==> config.mk <==
export PLATFORM = sky130hd
export DESIGN_NAME = prog_loader
export DESIGN_NICKNAME = d
export VERILOG_FILES = /design/src/rtl/cpu_pkg.sv /design/src/rtl/prog_loader.sv
export SDC_FILE = /design/constraint.sdc
export NUM_CORES = 1
export LEC_CHECK = 0
export CAP_MARGIN = 25
export CORE_MARGIN = 2
export CORE_UTILIZATION = 35
export CTS_BUF_LIST = sky130_fd_sc_hd__clkbuf_16
export CTS_CLUSTER_DIAMETER = 60
export CTS_CLUSTER_SIZE = 28
export DETAILED_ROUTE_END_ITERATION = 8
export GPL_TIMING_DRIVEN = 0
export PLACE_DENSITY = 0.65
export SYNTH_ARGS = -nofsm -noshare
export SYNTH_HDL_FRONTEND = slang
export SYNTH_SLANG_ARGS = --single-unit
==> constraint.sdc <==
create_clock -name clk -period 2.17 [get_ports clk]
set_input_delay 0.434 -clock clk [delete_from_list [all_inputs] [get_ports clk]]
set_output_delay 0.434 -clock clk [all_outputs]
set_load 0.01 [all_outputs]
==> src/rtl/cpu_pkg.sv <==
// Shared CPU definitions: loader commands, loader FSM states and
// the opcode constants used by the CPU and its benches.
package cpu_pkg;

   localparam logic [3:0] LDR_CMD_IM = 4'hA;
   localparam logic [3:0] LDR_CMD_DM = 4'hB;
   localparam logic [3:0] LDR_CMD_GO = 4'hF;

   localparam logic [2:0] ST_HDR  = 3'd0;
   localparam logic [2:0] ST_LEN  = 3'd1;
   localparam logic [2:0] ST_DATA = 3'd2;
   localparam logic [2:0] ST_CSUM = 3'd3;
   localparam logic [2:0] ST_RUN  = 3'd4;
   localparam logic [2:0] ST_ERR  = 3'd5;

   localparam logic [3:0] ADD   = 4'd0;
   localparam logic [3:0] SUB   = 4'd1;
   localparam logic [3:0] LOAD  = 4'd2;
   localparam logic [3:0] STORE = 4'd3;
   localparam logic [3:0] JUMP  = 4'd4;

endpackage

==> src/rtl/prog_loader.sv <==
// Boot loader: framed host words into IM/DM write ports, then
// releases the CPU from reset on GO.
module prog_loader
   import cpu_pkg::*;
#(
   parameter int DATA_W = 16,
   parameter int ADDR_W = 8
) (
   input  logic              clk,
   input  logic              reset,
   input  logic              s_valid,
   output logic              s_ready,
   input  logic [DATA_W-1:0] s_data,
   output logic              im_we,
   output logic [ADDR_W-1:0] im_addr,
   output logic [DATA_W-1:0] im_wdata,
   output logic              dm_we,
   output logic [ADDR_W-1:0] dm_addr,
   output logic [DATA_W-1:0] dm_wdata,
   output logic              cpu_reset,
   output logic              err
);

   localparam logic [DATA_W:0] MAXN    = (DATA_W+1)'(1) << ADDR_W;
   localparam logic [ADDR_W:0] REM_ONE = (ADDR_W+1)'(1);

   logic [2:0]        state_q, state_d;
   logic              tgt_q, tgt_d;
   logic [ADDR_W-1:0] addr_q, addr_d;
   logic [ADDR_W:0]   rem_q, rem_d;
   logic [DATA_W-1:0] sum_q, sum_d;
   logic              imwe_q, imwe_d;
   logic              dmwe_q, dmwe_d;
   logic [ADDR_W-1:0] waddr_q, waddr_d;
   logic [DATA_W-1:0] wdata_q, wdata_d;
   logic              cpur_q, cpur_d;
   logic              err_q, err_d;
   logic              hs;
   logic [3:0]        cmd;

   assign s_ready = (state_q != ST_RUN);
   assign hs      = s_valid && s_ready;
   assign cmd     = s_data[15:12];

   always_comb begin
      state_d = state_q;
      tgt_d   = tgt_q;
      addr_d  = addr_q;
      rem_d   = rem_q;
      sum_d   = sum_q;
      imwe_d  = 1'b0;
      dmwe_d  = 1'b0;
      waddr_d = waddr_q;
      wdata_d = wdata_q;
      cpur_d  = cpur_q;
      err_d   = err_q;
      if (hs) begin
         case (state_q)
            ST_HDR: begin
               if (cmd == LDR_CMD_IM || cmd == LDR_CMD_DM) begin
                  tgt_d   = (cmd == LDR_CMD_DM);
                  addr_d  = s_data[ADDR_W-1:0];
                  sum_d   = '0;
                  state_d = ST_LEN;
               end else if (cmd == LDR_CMD_GO) begin
                  cpur_d  = 1'b0;
                  state_d = ST_RUN;
               end else begin
                  err_d   = 1'b1;
                  state_d = ST_ERR;
               end
            end
            ST_LEN: begin
               if ({1'b0, s_data} > MAXN) begin
                  err_d   = 1'b1;
                  state_d = ST_ERR;
               end else if (s_data == '0) begin
                  state_d = ST_CSUM;
               end else begin
                  rem_d   = s_data[ADDR_W:0];
                  state_d = ST_DATA;
               end
            end
            ST_DATA: begin
               imwe_d  = !tgt_q;
               dmwe_d  = tgt_q;
               waddr_d = addr_q;
               wdata_d = s_data;
               addr_d  = addr_q + 1'b1;
               sum_d   = sum_q + s_data;
               rem_d   = rem_q - 1'b1;
               if (rem_q == REM_ONE) state_d = ST_CSUM;
            end
            ST_CSUM: begin
               if (s_data == sum_q) begin
                  state_d = ST_HDR;
               end else begin
                  err_d   = 1'b1;
                  state_d = ST_ERR;
               end
            end
            default: ;
         endcase
      end
   end

   always_ff @(posedge clk) begin
      if (reset) begin
         state_q <= ST_HDR;
         tgt_q   <= 1'b0;
         addr_q  <= '0;
         rem_q   <= '0;
         sum_q   <= '0;
         imwe_q  <= 1'b0;
         dmwe_q  <= 1'b0;
         waddr_q <= '0;
         wdata_q <= '0;
         cpur_q  <= 1'b1;
         err_q   <= 1'b0;
      end else begin
         state_q <= state_d;
         tgt_q   <= tgt_d;
         addr_q  <= addr_d;
         rem_q   <= rem_d;
         sum_q   <= sum_d;
         imwe_q  <= imwe_d;
         dmwe_q  <= dmwe_d;
         waddr_q <= waddr_d;
         wdata_q <= wdata_d;
         cpur_q  <= cpur_d;
         err_q   <= err_d;
      end
   end

   assign im_we     = imwe_q;
   assign dm_we     = dmwe_q;
   assign im_addr   = waddr_q;
   assign dm_addr   = waddr_q;
   assign im_wdata  = wdata_q;
   assign dm_wdata  = wdata_q;
   assign cpu_reset = cpur_q;
   assign err       = err_q;

endmodule

# --- After elaboration in Yosys (flattened, before gate mapping) ---
# Cells that the tools add are included.
totals:
  regBits: 65
  input_bits: 19
  output_inout_bits: 53
  elab_cells: 71
classes:
  addsub: 3
  magnitude_cmp: 1
  n_eq_ne: 17
  muxes: 19
  bitwise: 3
  reduce_logical: 17
ops:
  columns: ["cell", "count"]
  rows:
  - ["case mux 16 bit (2 select lines)", 1]
  - ["two-way mux 9 bit", 2]
  - ["case mux 9 bit (2 select lines)", 1]
  - ["adder 16 bit", 1]
  - ["== test 16 bit", 1]
  - ["> comparator 16 x 9 -> 1 bit (second input constant)", 1]
  - ["zero test 16 bit", 1]
  - ["two-way mux 16 bit", 1]
  - ["!= test 2 bit (second input constant)", 8]
  - ["case mux 8 bit (2 select lines)", 1]
  - ["== test 4 bit (second input constant)", 3]
  - ["two-way mux 3 bit", 4]
  - ["case mux 3 bit (4 select lines)", 1]
  - ["== test 9 x 1 -> 1 bit (second input constant)", 1]
  - ["AND reduction 3 bit", 3]
  - ["subtractor 9 x 1 -> 9 bit (second input constant)", 1]
  - ["adder 8 x 1 -> 8 bit (second input constant)", 1]
  - ["two-way mux 8 bit", 1]
  - ["AND reduction 4 bit", 2]
  - ["== test 3 x 2 -> 1 bit (second input constant)", 2]
  - ["two-way mux 1 bit", 6]
  - ["AND reduction 6 bit", 1]
  - ["nonzero test 2 bit", 2]
  - ["nonzero test 4 bit", 1]
  - ["11 further kinds", 13]

# --- Depth between registers and ports, before layout ---
depth:
  depth_word: 4
  mapped_depth: 9

# --- Worst setup path before layout ---
# No wires, ideal clock.
synth_timing:
  path_type: "in2reg"
  start: "input s_data[0]"
  end: "register sum_q[12]"
  arrival_time_ns: 2.039
  required_time_ns: 2.053
  setup_slack_ns: 0.013
  stages: 9
  path_buffers: 0
  path_cell_list: "ha_1 > inv_1 > fa_1 > nand2b_1 > a21oi_1 > o2111ai_1 > a21oi_1 > mux2i_1 > nand2_1"
synth_between:
  elab_chain_cells: 2
synth_rtl:
  columns: ["element", "line", "text"]
  rows:
  - ["start: declaration", "prog_loader.sv:13", "input logic [DATA_W-1:0] s_data,"]
  - ["adder 16 bit", "prog_loader.sv:90", "sum_d = sum_q + s_data;"]
  - ["case mux 16 bit (2 select lines)", "prog_loader.sv:58", "case (state_q)"]
  - ["end signal: assignment", "prog_loader.sv:125", "sum_q <= sum_d;"]
  - ["end: declaration", "prog_loader.sv:31", "logic [DATA_W-1:0] sum_q, sum_d;"]
# Every way passes these cells.
# A chain may end at the register's enable or synchronous reset.

# --- Final worst setup path ---
layout_timing:
  start: "input s_data[4]"
  end: "register rem_q[0]"
layout_between:
  elab_chain_cells: 3
  elab_cells_between_ends: 5
  classes_between: "order compare: 1; eq/ne: 2; reduce/logical: 2"
layout_rtl:
  columns: ["element", "line", "text"]
  rows:
  - ["> comparator 16 x 9 -> 1 bit or zero test 16 bit (tied branches)", "prog_loader.sv:74, prog_loader.sv:77", null]
  - ["!= test 2 bit (no source line)", null, null]
  - ["AND reduction 4 bit (no source line) *", null, null]
  - ["end signal: assignment", "prog_loader.sv:124", "rem_q <= rem_d;"]
  - ["end: declaration", "prog_loader.sv:30", "logic [ADDR_W:0] rem_q, rem_d;"]
# Every way passes the cells marked *; elsewhere a longest branch is shown, timed or not.

==> flow_summary.yaml <==
status:
  status: "complete, no violations"
timing:
  relSlewSlack_pct: 60.01
  finalClockSkew_ns: 0.004718
  tightestPinTransition_ns: 0.5977
  tns_ns: 0
  whs_ns: 0.4002
  finalHoldViolCount: 0
  rsz0062_at_grt: "yes"
  post-route-min-period_ns: 2.097
  setup_viol: 0
  fin_crit_sh_pct: 96.65
  clock.fmax_mhz: 476.8
  drv_slew: 0
grt:
  grt_overflow_total: 0
  grt_pass1_wl_um: 17950
  antenna_found_initial: 0
  grt_max_degree: 11
  grt_use_total_pct: 19.63
  grt_pass1_vias: 3550
setup_path:
  crit_slowest_cell: "or4_4"
  crit_path_max_incr_delay_ns: 0.56
  crit_chain: "buf_2 > or4_4 > or3_1 > a32o_2 > and2_4 > buf_6 > nand3_1 > a31oi_1"
  critPathArrivalTime_ns: 2.29
  crit_family: "simple AND/OR/NAND/NOR gates"
  path_class: "in2reg"
  cp_max_fo: 10
  worstPathRequired_ns: 2.37
  critPathLaunchType: "input pin"
  critPathBufInv: 2
  end_kind: "flop"
pwr:
  ir_worst_vdd_mv: 0.3369
  p_clk_share_pct: 46.8
  netSwitchingPower_w: 0.0006680
  total_leakage_power_nw: 1.909
  swShare_pct: 24.74
  power_frac_comb_pct: 8.3
  seqPwrFrac_pct: 44.9
  p_int_w: 0.002032
  finalPower_w: 0.002700
  p_per_area_mw_per_mm2: 530.4
synthesis:
  ys_seq_elements: 65
  synth_cell_types: 54
  async_reset_ff_share_pct: 0
  yosys_warnings: 0
  netlist_area_mm2: 0.003754
  synth_ff_type: "dfxtp_1"
  synth_edf_count: 0
  synthesis.nets: 535
  synth_commonest_cells: "nand2_1 (100), a21oi_1 (68), dfxtp_1 (65)"
  yosysMostFrequentCell: "nand2_1"
  ys_seq_area_share_pct: 34.67
  netlist.area_leader.share_pct: 34.67
  syn_area_per_cell_um2: 7.553
  ys_top_cells_by_area: "dfxtp_1 (35%), nand2_1 (10%), a21oi_1 (9.1%)"
  postSynthCellCount: 497
  synth_largest_area_cell: "dfxtp_1"
layout:
  fin_util_pct: 49.10
  area_delta_synth_final_pct: 35.63
  drive_gt1_share_pct: 17.98
  fillers: 1034
  antenna_cells: 0
  nets: 619
routing:
  ant_nets: 0
  routed_via_density: 5.422
  vias: 3904
  dr.pass1.iters: 4
  drt_wl_total_um: 11240
  drc_errors: 0
  wl_per_cell_um: 15.61
  drt_iter0_drc: 216
clock_network:
  clk_latency_ns: 0.33
  hold_buffers: 0
  clk_path_buf_depth: 2
  numCtsBuffers: 9
  cts.sinks: 65
  cts_tree: "yes"
  root_buffer: "clkbuf_16"
  h-tree-depth: 3
  clk_pin_slew_ns: 0.05
run:
  max_cap_viol_count: 0
floorplan:
  initial_core_util_pct: 36.20
  fp.coreArea_mm2: 0.01037
  die_area_mm2: 0.01157
  rows: 37
  die_x_um: 107.6
  io_pins: 72
  die_y_um: 107.6
min_path:
  hold_class: "in2reg"
placed_design:
  port_buffers: 70
  gp_congestion: 0.8924
  dp_hpwl_um: 8231
[flip-flops by register name (all words and copies together) (netlist names)]
register,count
addr_q,8
rem_q,9
tgt_q,1
dm_wdata,16
state_q,3
dm_we,1
err,1
cpu_reset,1
sum_q,16
dm_addr,8
im_we,1
[layout make-up]
class / count / area, um^2 / area share (%)
multi-input cells: 373 / 2346 / 46.08
flip-flops and latches: 65 / 1305 / 25.63
repair buffers: 75 / 679.4 / 13.34
plain buffers: 46 / 299.0 / 5.874
clock buffers: 9 / 225.2 / 4.424
well taps: 136 / 170.2 / 3.342
inverters: 11 / 41.29 / 0.8110
clock inverters: 5 / 25.02 / 0.4915
[per-layer routing]
| layer | vias to the layer above | routed length, um | GRT usage (%) |
|---|---|---|---|
| met5 | - | 0 | 0 |
| met4 | 0 | 335 | 8.974 |
| met3 | 27 | 581 | 3.027 |
| met2 | 128 | 5286 | 32.21 |
| met1 | 1843 | 5037 | 25.28 |
| li1 | 1906 | - | - |
[per-stage QoR]
stage | cell area, um^2 | setup slack (ns) | instances
2_1_floorplan | 3754 | 0.01345 | 497
3_3_place_gp | 4624 | -1.015 | 703
3_5_place_dp | 4624 | -1.030 | 703
4_1_cts | 4972 | -0.09245 | 715
5_1_grt | 5091 | -0.01354 | 720
6_report | 5091 | 0.07263 | 720
[power by group through the flow]
stage / Sequential [W] / Combinational [W] / Clock [W]
6_report: 0.00121 / 0.000223 / 0.00126
5_1_grt: 0.00121 / 0.000242 / 0.00134
4_1_cts: 0.00121 / 0.000209 / 0.00128
2_1_floorplan: 0.00124 / 0.000106 / 0
3_5_place_dp: 0.00124 / 0.000202 / 0
3_3_place_gp: 0.00124 / 0.000200 / 0
[worst register-to-register path: cells and delay by family, from the launching register on]
family | cells | cell delay (ns)
mux | 1 | 0.20
fa+ha+maj | 2 | 0.53
simple gates | 2 | 0.24
buf+inv | 1 | 0.05
flops | 1 | 0.34
compound gates | 3 | 0.60
[path summary, 6_finish.rpt]
path / from / to / depth (start not counted) / slack, ns
max: s_data[4] / rem_q[0] / 8 / 0.07
min: s_data[10] / dm_wdata[10] / 3 / 0.40
min reg2reg: tgt_q / im_we / 1 / 0.46
max reg2reg: sum_q[0] / sum_q[12] / 9 / 0.11
[cell usage in the layout, fill, tap and decap left out, types with 3 or more instances in the layout]
| cell type | netlist | final |
|---|---|---|
| nand4_1 | 3 | 3 |
| o21ai_0 | 31 | 30 |
| a211oi_1 | 4 | 3 |
| nand3_1 | 12 | 12 |
| a31oi_1 | 7 | 7 |
| a21oi_1 | 68 | 63 |
| buf_4 | 24 | 29 |
| clkdlybuf4s50_1 | 0 | 55 |
| nor4_1 | 5 | 5 |
| nor3_1 | 9 | 8 |
| nand2b_1 | 8 | 7 |
| nand2_1 | 100 | 98 |
| a21oi_2 | 0 | 4 |
| xnor2_1 | 6 | 6 |
| a22oi_1 | 6 | 6 |
| dfxtp_2 | 0 | 3 |
| o21a_1 | 3 | 3 |
| o31ai_1 | 5 | 5 |
| clkbuf_2 | 0 | 11 |
| inv_1 | 11 | 10 |
| nor2_1 | 34 | 34 |
| o211ai_1 | 4 | 4 |
| clkbuf_1 | 15 | 12 |
| clkbuf_16 | 0 | 9 |
| nand2_2 | 1 | 3 |
| or4_4 | 0 | 4 |
| or3_1 | 3 | 3 |
| ha_1 | 18 | 6 |
| a21o_1 | 5 | 5 |
| dfxtp_1 | 65 | 62 |
| and3_1 | 4 | 4 |
| ha_4 | 0 | 10 |
| xor2_1 | 3 | 3 |
| buf_2 | 5 | 8 |
[cell families (layout without fill, tap and decap cells)]
kind of cell / after synthesis / count (layout) / share of synthesized area (%)
AOI/OAI and AO/OA: 146 / 146 / 22.77
muxes: 3 / 3 / 0.8333
DFF: 65 / 65 / 34.67
xor gates and xnor gates: 9 / 9 / 2.100
buffers and inverters: 59 / 146 / 9.200
and+or+nand+nor: 196 / 196 / 23.90
adders and majority gates: 19 / 19 / 6.533
[timing repair]
item / CTS / global route
endpoints found under the setup margin: 36 / 39
pin swaps: 1 / 9
setup buffers: 0 / 5
gates resized for setup: 40 / 55
Power figures use the tool's default switching activity.
